## src/rtl/fft_sample_framer_pkg.sv

```systemverilog
// fft_sample_framer_pkg
//   Shared definitions for the FFT sample framer: parameter defaults and the
//   framer FSM state encoding.
package fft_sample_framer_pkg;

  localparam int DATA_W_DEF     = 24;
  localparam int FFT_LEN_DEF    = 4096;
  localparam int FIFO_DEPTH_DEF = 16;

  // IDLE   : nothing presented, beat index parked at 0
  // STREAM : beats come from the FIFO/output register
  // PAD    : zero beats until the current frame's eop has been taken
  typedef enum logic [1:0] {
    ST_IDLE   = 2'd0,
    ST_STREAM = 2'd1,
    ST_PAD    = 2'd2
  } state_t;

endpackage

```

## src/rtl/fft_sample_framer_fifo.sv

```systemverilog
// fft_sample_framer_fifo
//   Synchronous show-ahead FIFO (head visible on dout without a pop).
//   Ports:
//     MCLK, reset      clock, async active-low reset
//     flush            drop all contents (wins over push/pop)
//     push, din        write request / data; a push into a full FIFO is
//                      accepted only when a pop happens the same cycle
//     pop              consume head entry
//     dout             head entry (valid while !empty)
//     full, empty      occupancy flags
module fft_sample_framer_fifo #(
  parameter int W     = 24,
  parameter int DEPTH = 16
) (
  input  logic         MCLK,
  input  logic         reset,
  input  logic         flush,
  input  logic         push,
  input  logic         pop,
  input  logic [W-1:0] din,
  output logic [W-1:0] dout,
  output logic         full,
  output logic         empty
);

  localparam int AW = $clog2(DEPTH);

  logic [W-1:0] mem [DEPTH];
  logic [AW:0]  wr_ptr, rd_ptr;
  logic         do_push, do_pop;

  // Extra pointer MSB distinguishes full from empty when the low bits match.
  assign empty   = (wr_ptr == rd_ptr);
  assign full    = (wr_ptr[AW] != rd_ptr[AW]) && (wr_ptr[AW-1:0] == rd_ptr[AW-1:0]);
  assign do_pop  = pop & ~empty & ~flush;
  assign do_push = push & (~full | do_pop) & ~flush;
  assign dout    = mem[rd_ptr[AW-1:0]];

  always_ff @(posedge MCLK or negedge reset) begin
    if (!reset) begin
      wr_ptr <= '0;
      rd_ptr <= '0;
    end else if (flush) begin
      wr_ptr <= '0;
      rd_ptr <= '0;
    end else begin
      if (do_push) wr_ptr <= wr_ptr + (AW+1)'(1);
      if (do_pop)  rd_ptr <= rd_ptr + (AW+1)'(1);
    end
  end

  always_ff @(posedge MCLK) begin
    if (do_push) mem[wr_ptr[AW-1:0]] <= din;
  end

endmodule

```

## src/rtl/fft_sample_framer.sv

```systemverilog
// fft_sample_framer
//   Buffers strobed real audio samples and streams them as Avalon-ST frames of
//   FFT_LEN beats (sop on beat 0, eop on beat FFT_LEN-1). A frame that cannot
//   be completed with real data (sample dropped, enable removed) is finished
//   with zero beats so the downstream core only ever sees whole frames.
//   Ports:
//     MCLK, reset             clock, async active-low reset
//     enable                  accept samples / stream frames
//     sample_strobe,sample_in one-cycle sample valid + data
//     sink_ready              downstream ready (ready latency 0)
//     sink_valid/sop/eop      beat valid and frame markers
//     sink_real, sink_imag    beat data (imag always 0)
//     overflow, overflow_clr  sticky drop flag and its clear pulse
module fft_sample_framer
  import fft_sample_framer_pkg::*;
#(
  parameter int DATA_W     = DATA_W_DEF,
  parameter int FFT_LEN    = FFT_LEN_DEF,
  parameter int FIFO_DEPTH = FIFO_DEPTH_DEF
) (
  input  logic              MCLK,
  input  logic              reset,
  input  logic              enable,
  input  logic              sample_strobe,
  input  logic [DATA_W-1:0] sample_in,
  input  logic              sink_ready,
  output logic              sink_valid,
  output logic              sink_sop,
  output logic              sink_eop,
  output logic [DATA_W-1:0] sink_real,
  output logic [DATA_W-1:0] sink_imag,
  output logic              overflow,
  input  logic              overflow_clr
);

  localparam int              IDX_W    = $clog2(FFT_LEN);
  localparam logic [IDX_W-1:0] IDX_LAST = IDX_W'(FFT_LEN - 1);

  state_t             state, state_nx;
  logic [IDX_W-1:0]   idx, idx_nx;
  logic               out_vld;
  logic [DATA_W-1:0]  out_data;

  logic               f_push, f_pop, f_flush, f_full, f_empty;
  logic [DATA_W-1:0]  f_dout;

  logic               xfer, push_req, load, drop, out_clr;

  assign xfer     = sink_valid & sink_ready;
  assign push_req = sample_strobe & enable & (state != ST_PAD);
  // Output register refills whenever it is empty or its beat leaves this cycle.
  assign load     = (state == ST_STREAM) & ~f_empty & (~out_vld | xfer);
  // A full FIFO can only take a sample if the head is popped this cycle.
  assign drop     = push_req & f_full & ~load;
  assign idx_nx   = xfer ? idx + IDX_W'(1) : idx;

  assign f_push = push_req & ~drop;
  assign f_pop  = load;

  fft_sample_framer_fifo #(.W(DATA_W), .DEPTH(FIFO_DEPTH)) u_fifo (
    .MCLK  (MCLK),
    .reset (reset),
    .flush (f_flush),
    .push  (f_push),
    .pop   (f_pop),
    .din   (sample_in),
    .dout  (f_dout),
    .full  (f_full),
    .empty (f_empty)
  );

  always_ff @(posedge MCLK or negedge reset) begin
    if (!reset) state <= ST_IDLE;
    else        state <= state_nx;
  end

  always_comb begin
    state_nx = state;
    f_flush  = 1'b0;
    out_clr  = 1'b0;
    case (state)
      ST_IDLE: begin
        if (enable) state_nx = ST_STREAM;
      end
      ST_STREAM: begin
        if (!enable) begin
          // Use the post-transfer index: an eop taken this cycle means the
          // frame is already complete and no padding is needed.
          f_flush  = 1'b1;
          out_clr  = 1'b1;
          state_nx = (idx_nx == '0) ? ST_IDLE : ST_PAD;
        end else if (drop) begin
          // A drop never coincides with a transfer, so idx is exact here.
          // At idx 0 nothing of the frame has left yet: just discard the
          // backlog and keep the presented beat.
          f_flush = 1'b1;
          if (idx != '0) begin
            out_clr  = 1'b1;
            state_nx = ST_PAD;
          end
        end
      end
      ST_PAD: begin
        if (xfer && idx == IDX_LAST) state_nx = enable ? ST_STREAM : ST_IDLE;
      end
      default: state_nx = ST_IDLE;
    endcase
  end

  always_ff @(posedge MCLK or negedge reset) begin
    if (!reset) begin
      idx      <= '0;
      out_vld  <= 1'b0;
      out_data <= '0;
      overflow <= 1'b0;
    end else begin
      idx <= (state == ST_IDLE) ? '0 : idx_nx;

      if (out_clr) begin
        out_vld <= 1'b0;
      end else if (load) begin
        out_vld  <= 1'b1;
        out_data <= f_dout;
      end else if (xfer && state == ST_STREAM) begin
        out_vld <= 1'b0;
      end

      // Set has priority over clear.
      if (drop)              overflow <= 1'b1;
      else if (overflow_clr) overflow <= 1'b0;
    end
  end

  assign sink_valid = (state == ST_PAD) | ((state == ST_STREAM) & out_vld);
  assign sink_real  = ((state == ST_STREAM) & out_vld) ? out_data : '0;
  assign sink_sop   = sink_valid & (idx == '0);
  assign sink_eop   = sink_valid & (idx == IDX_LAST);
  assign sink_imag  = '0;

endmodule

```

## config.mk

```make
export PLATFORM = sky130hd
export DESIGN_NAME = fft_sample_framer
export DESIGN_NICKNAME = d
export VERILOG_FILES = /design/src/rtl/fft_sample_framer_pkg.sv /design/src/rtl/fft_sample_framer_fifo.sv /design/src/rtl/fft_sample_framer.sv
export SDC_FILE = /design/constraint.sdc
export NUM_CORES = 1
export LEC_CHECK = 0
export ABC_AREA = 1
export BUFFER_PORTS_ARGS = -buffer_cell sky130_fd_sc_hd__clkbuf_2
export CORE_ASPECT_RATIO = 1.25
export CORE_MARGIN = 2
export CORE_UTILIZATION = 63
export DETAILED_ROUTE_END_ITERATION = 7
export PLACE_DENSITY_LB_ADDON = 0.12
export SLEW_MARGIN = 20
export SYNTH_ARGS = -nofsm -noshare
export SYNTH_HDL_FRONTEND = slang
export SYNTH_SLANG_ARGS = --single-unit
```

## constraint.sdc

```tcl
create_clock -name MCLK -period 8.1 [get_ports MCLK]
set_clock_uncertainty 0.15 [all_clocks]
set_input_delay 2.43 -clock MCLK [delete_from_list [all_inputs] [get_ports MCLK]]
set_output_delay 2.43 -clock MCLK [all_outputs]
set_load 0.05 [all_outputs]
```

== Word-level counts from Yosys, hierarchy flattened ==
Memories as Yosys holds them, arrays and structs flattened. A register that Yosys moved wholly into a read port is not among the register bits.
Index checks and enable logic that the tools add are counted.

* Input bits: 30
* Bits in registers: 26
* Output and inout bits: 52
* Bits in writable memories: 384
* Memories kept: 1

* Eq/ne operators: 11
* Muxes and demuxes: 29
* Bitwise logic cells: 25
* Reduce and logical (&&, ||, !) cells: 14
* Add/subtract/negate cells: 3

{| class="wikitable"
|+ Memories
! memory !! words !! width !! read ports !! clocked after memory_dff !! write ports !! line !! text
|-
| u_fifo.mem || 16 || 24 || 1 || 1 || 1 || fft_sample_framer_fifo.sv:28 || <nowiki>logic [W-1:0] mem [DEPTH];</nowiki>
|}

{| class="wikitable"
|+ Operator list
! kind !! number
|-
| 12-bit logical NOT || 2
|-
| 12-bit 2-to-1 mux || 2
|-
| 24-bit 2-to-1 mux || 1
|-
| 5-bit 2-to-1 mux || 4
|-
| 1-bit bitwise AND || 15
|-
| 1-bit 2-to-1 mux || 15
|-
| 12-bit by 1-bit adder with 12-bit output, second input constant || 1
|-
| 12-bit equality test, second input constant || 1
|-
| 2-bit 2-to-1 mux || 6
|-
| 12-bit nonzero test || 1
|-
| 5-bit by 1-bit adder with 5-bit output, second input constant || 2
|-
| 1-bit inverter || 7
|-
| 2-bit inequality test, second input constant || 3
|-
| 3-bit inequality test, second input constant || 2
|-
| 2-bit case mux with 3 select lines || 1
|-
| 2-bit nonzero test || 3
|-
| 5-bit equality test || 1
|-
| 4-bit equality test || 1
|-
| 4-bit AND reduction || 1
|-
| 1-bit logical AND || 3
|-
| 1-bit bitwise OR || 3
|-
| 3-bit nonzero test || 1
|-
| 2-bit by 1-bit equality test with 1-bit output, second input constant || 1
|-
| 2-bit equality test, second input constant || 1
|-
| 4 further kinds || 4
|}

== Logic depth before layout (Yosys ltp) ==
* Word-level depth: 18
* Depth in mapped cells: 14
* Depth with buffers taken out: 13

== Modules after synthesis ==
From an unflattened synthesis, not the netlist that was laid out.

* Cell total of the unflattened synthesis: 1534
* Area total of the unflattened synthesis: 18129.9 sq um

{| class="wikitable"
|+ Modules (own cells, without submodules)
! module !! area an instance (sq um) !! cells an instance !! times used
|-
| fft_sample_framer_fifo || 15755.1 || 1211 || 1
|-
| fft_sample_framer || 2374.8 || 323 || 1
|}

== Least setup slack after synthesis ==
Ideal clock, no wire load.

* Kind: input port to flip-flop
* From: in sink_ready
* To: mem u_fifo.mem[3][0], enable pin
* Data arrival time: 4.821 ns
* Data required time: 7.515 ns
* Setup time: 0.435 ns
* Path slack: 2.694 ns
* Cell stages on the path: 6
* Buffers on the path: 0
* Cells stage by stage: nand2_4 -> a21oi_2 -> nand2_2 -> a21oi_2 -> inv_2 -> nor3_1

* Cells in the longest elaborated chain, start to end: 15

{| class="wikitable"
|+ RTL lines
! what !! line !! text
|-
| start, declared || fft_sample_framer.sv:26 || <nowiki>input logic sink_ready,</nowiki>
|-
| 1-bit bitwise AND * || fft_sample_framer.sv:49 || <nowiki>assign xfer = sink_valid & sink_ready;</nowiki>
|-
| 1-bit bitwise OR * || fft_sample_framer.sv:52 || <nowiki>assign load = (state == ST_STREAM) & ~f_empty & (~out_vld | xfer);</nowiki>
|-
| 1-bit bitwise AND * || fft_sample_framer.sv:52 ||
|-
| 1-bit inverter || fft_sample_framer.sv:54 || <nowiki>assign drop = push_req & f_full & ~load;</nowiki>
|-
| 1-bit bitwise AND || fft_sample_framer.sv:54 ||
|-
| 1-bit 2-to-1 mux || fft_sample_framer.sv:92 || <nowiki>end else if (drop) begin</nowiki>
|-
| 1-bit 2-to-1 mux || fft_sample_framer.sv:86 || <nowiki>if (!enable) begin</nowiki>
|-
| 1-bit 2-to-1 mux || fft_sample_framer.sv:81 || <nowiki>case (state)</nowiki>
|-
| 1-bit inverter || fft_sample_framer_fifo.sv:35, fft_sample_framer_fifo.sv:36 ||
|-
| 1-bit bitwise AND || fft_sample_framer_fifo.sv:35 || <nowiki>assign do_pop = pop & ~empty & ~flush;</nowiki>
|-
| 1-bit bitwise OR || fft_sample_framer_fifo.sv:36 || <nowiki>assign do_push = push & (~full | do_pop) & ~flush;</nowiki>
|-
| 1-bit bitwise AND || fft_sample_framer_fifo.sv:36 ||
|-
| 1-bit bitwise AND * || fft_sample_framer_fifo.sv:36 ||
|-
| 1-bit 2-to-1 mux * || fft_sample_framer_fifo.sv:53 || <nowiki>if (do_push) mem[wr_ptr[AW-1:0]] <= din;</nowiki>
|-
| 1-bit 2-to-1 mux (not written as such) * || fft_sample_framer_fifo.sv:53 ||
|-
| end, declared || fft_sample_framer_fifo.sv:28 ||
|}

Every way passes the cells marked *; elsewhere a longest branch is shown, timed or not.

== Worst setup path in the final report ==
* From: reg state[1]
* To: out sink_sop

* Cells in the longest elaborated chain, start to end: 4

{| class="wikitable"
|+ RTL lines
! what !! line !! text
|-
| start, declared || fft_sample_framer.sv:39 || <nowiki>state_t state, state_nx;</nowiki>
|-
| start signal, assigned || fft_sample_framer.sv:74 || <nowiki>else state <= state_nx;</nowiki>
|-
| 2-bit by 1-bit equality test with 1-bit output || fft_sample_framer.sv:134 || <nowiki>assign sink_valid = (state == ST_PAD) | ((state == ST_STREAM) & out_vld);</nowiki>
|-
| 1-bit bitwise AND || fft_sample_framer.sv:134 ||
|-
| 1-bit bitwise OR * || fft_sample_framer.sv:134 ||
|-
| 1-bit bitwise AND * || fft_sample_framer.sv:136 || <nowiki>assign sink_sop = sink_valid & (idx == '0);</nowiki>
|-
| end, declared || fft_sample_framer.sv:28 || <nowiki>output logic sink_sop,</nowiki>
|}

Marks and branches as above.

==> flow_summary_export.csv <==
group,metric,value,unit
cts,post_cts_resized,0,
sta,fmax,0.209,GHz
setup_path,rr_worst_depth,9,
cts,path_clk_slew,0.06,ns
die,die_area,29500,um2
power_and_ir_drop,powerDensity,229,nW/um2
sta,finalSetupViolCount,0,
yosys,yosysSeqAreaShare,72.1,%
yosys,yosysUniqueCellTypes,32,
die,placeableCoreArea,27700,um2
layout,drive_above_1_share,10.7,%
layout,layout_commonest_cell,"edfxtp_1",
layout,mostFrequentLayoutCells,"edfxtp_1, nor2_1, o21ai_0",
die,rows,68,
layout,fillers,1944,
place,place_area,18200,um2
detailed_routing,vias_per_cell,5.99,
grt,grt_pass1_vias,10900,
power_and_ir_drop,p_seq_share,55.4,%
setup_path,required,5.52,ns
setup_path,start_kind,"flip-flop",
setup_path,crit_type,"flip-flop to output port",
grt,grt_first_pass_wirelength,61.5,mm
power_and_ir_drop,p_clk_share,41.2,%
cts,cts_setup_buffers,0,
sta,finalCritPeriodShare,59.1,%
layout,fin_cells,1886,
place,post-place-ws,3.13,ns
detailed_routing,wl,39.9,mm
cts,clkLatencyLatePin,0.52,ns
grt,track_usage,27.4,%
cts,cts_tree,"yes",
setup_path,critPathCaptureType,"output port",
cts,cts_hold_buffers,0,
yosys,netlist_area,17700,um2
power_and_ir_drop,p_int,3.54,mW
yosys,syn_area_per_cell,12.0,um2
cts,clock_sinks,434,
cts,cts_root_buf,"clkbuf_16",
layout,final_cell_area,19500,um2
detailed_routing,drt_iter0_drc,1227,
layout,multi_input_area,4380,um2
power_and_ir_drop,combPwrFrac,3.4,%
grt,grt_start_max_net_pins,100,
cts,cts.htree.levels,2,
yosys,synth_warnings,0,
yosys,syn_inst,1477,
cts,clk_path_buf_depth,3,
detailed_routing,wire_per_inst,21.2,um
grt,grt_overflow_total,0,
power_and_ir_drop,vdd_ir_drop_max,0.000213,V
hold_path,hold_depth,2,
sta,final_hold_viol_count,0,
die,die_w,154,um
yosys,ys_ff_latch,434,
sta,slew_viol_final,0,
hold_path,worstHoldPathType,"flip-flop to flip-flop",
sta,rsz0062_at_grt,"no",
power_and_ir_drop,p_leak,6.94,nW
detailed_routing,drc,0,
power_and_ir_drop,p_sw,0.938,mW
place,dp.cells,1811,
grt,antenna_found_initial,0,
layout,nets,1541,
layout,synthToLayoutAreaGrowth,10.2,%
detailed_routing,drtPass1Iterations,6,
run_status,outcome,"finished clean",
cts,cts_buffers,41,
place,io_buffers,57,
sta,setup_tns,0,ns
setup_path,crit_fanout,26,
power_and_ir_drop,power,4.47,mW
setup_path,worstPathArrival,2.21,ns
sta,slew_headroom,29.8,%
detailed_routing,antenna_left,0,
layout,diodes,0,
die,initial_core_util,64.1,%
power_and_ir_drop,swShare,21.0,%
die,die_y,192,um
place,place_congestion,0.856,
run,maxCapViolations,0,
layout,seqCellArea,12800,um2
sta,period_minus_slack,4.79,ns
die,pin_count,82,
place,hpwl,22.9,mm
sta,final.setup.worst_slack,3.31,ns
sta,worst_pin_slew,1.05,ns
detailed_routing,num_vias,11300,
==> power groups by stage <==
stage	Combinational [mW]	Sequential, mW	Clock [mW]
floorplan	0.104	2.52	0
global placement	0.150	2.52	0
detailed placement	0.153	2.52	0
CTS	0.154	2.48	1.86
global route	0.172	2.48	1.95
finish	0.153	2.48	1.84
==> worst paths after layout <==
path,startpoint,endpoint,slack [ns]
max,state[1],sink_sop,3.31
max in group asynchronous,reset,u_fifo.rd_ptr[0],5.39
min in group asynchronous,reset,out_data[14],1.89
max reg2reg,state[1],u_fifo.mem[9][5],4.42
min reg2reg,out_data[21],out_data[21],0.33
min,out_data[21],out_data[21],0.33
==> per-layer routing <==
metal | vias up | global-route usage (%) | part of all wire, % | routed length, um
li1 | 5287 | - | - | -
met1 | 5454 | 34.6 | 39 | 15500
met2 | 472 | 48.2 | 51 | 20200
met4 | 0 | 12.3 | 4.6 | 1820
met5 | - | 0 | 0 | 0
met3 | 92 | 3.04 | 6.0 | 2390
==> final cells by class <==
type                    count  area share (%)
clock buffers              52            5.69
well taps                 350            2.24
inverters                  62            1.22
multi-input cells         896            22.5
repair buffers             69            1.92
clock inverters            23           0.961
flip-flops and latches    434            65.5
==> synthesized netlist by cell type <==
| cell type | n | area share (%) |
|---|---|---|
| buf_2 | 7 | 0.20 |
| inv_1 | 54 | 1.1 |
| conb_1 | 1 | 0.021 |
| dfrtp_1 | 50 | 7.1 |
| o21a_1 | 1 | 0.042 |
| o21ai_1 | 8 | 0.23 |
| buf_4 | 24 | 1.0 |
| nor2_2 | 1 | 0.035 |
| nand3_1 | 69 | 1.9 |
| nand2_2 | 2 | 0.071 |
| xnor2_1 | 2 | 0.099 |
| o22ai_1 | 48 | 1.7 |
| nor3_1 | 8 | 0.23 |
| nand3_2 | 1 | 0.056 |
| o221ai_1 | 48 | 2.4 |
| o21ai_0 | 196 | 5.5 |
| inv_4 | 1 | 0.035 |
| nor2_1 | 265 | 5.6 |
| buf_1 | 2 | 0.042 |
| a21oi_2 | 2 | 0.099 |
| clkbuf_1 | 73 | 1.5 |
| inv_2 | 5 | 0.11 |
| nor4_1 | 1 | 0.035 |
| nand2_1 | 186 | 3.9 |
| nand2_4 | 3 | 0.19 |
| buf_6 | 2 | 0.13 |
| edfxtp_1 | 384 | 65 |
| xor2_1 | 10 | 0.49 |
| a21oi_1 | 12 | 0.34 |
| clkinv_1 | 2 | 0.042 |
| nand4_1 | 2 | 0.071 |
| ha_1 | 7 | 0.49 |
==> registers in the layout, summed over array words and instances (netlist names) <==
signal / count
u_fifo.mem: 384
out_data: 24
idx: 12
u_fifo.rd_ptr: 5
u_fifo.wr_ptr: 5
state: 2
out_vld: 1
overflow: 1
==> worst max-delay path, stage by stage, from the launching register on <==
cell,delay [ns]
dfrtp_1,0.40
inv_1,0.07
nand3_2,0.47
nand2_2,0.31
inv_1,0.06
nor2_1,0.09
clkbuf_2,0.28
==> through the flow <==
step           utilization, %  hold slack, ns
2_1_floorplan               -           0.299
3_3_place_gp             65.9           0.311
3_5_place_dp             65.9           0.315
4_1_cts                  70.6           0.333
5_1_grt                  70.6           0.348
6_report                 70.6           0.327
==> cells by family after synthesis <==
group / Yosys count / synth area share (%)
xor+xnor: 12 / 0.593
flops: 434 / 72.1
buf+inv: 170 / 4.26
simple gates: 538 / 12.2
compound gates: 315 / 10.3
other cells: 1 / 0.0212
fa+ha+maj: 7 / 0.494
Note: power is estimated with default switching activity, not from simulation.
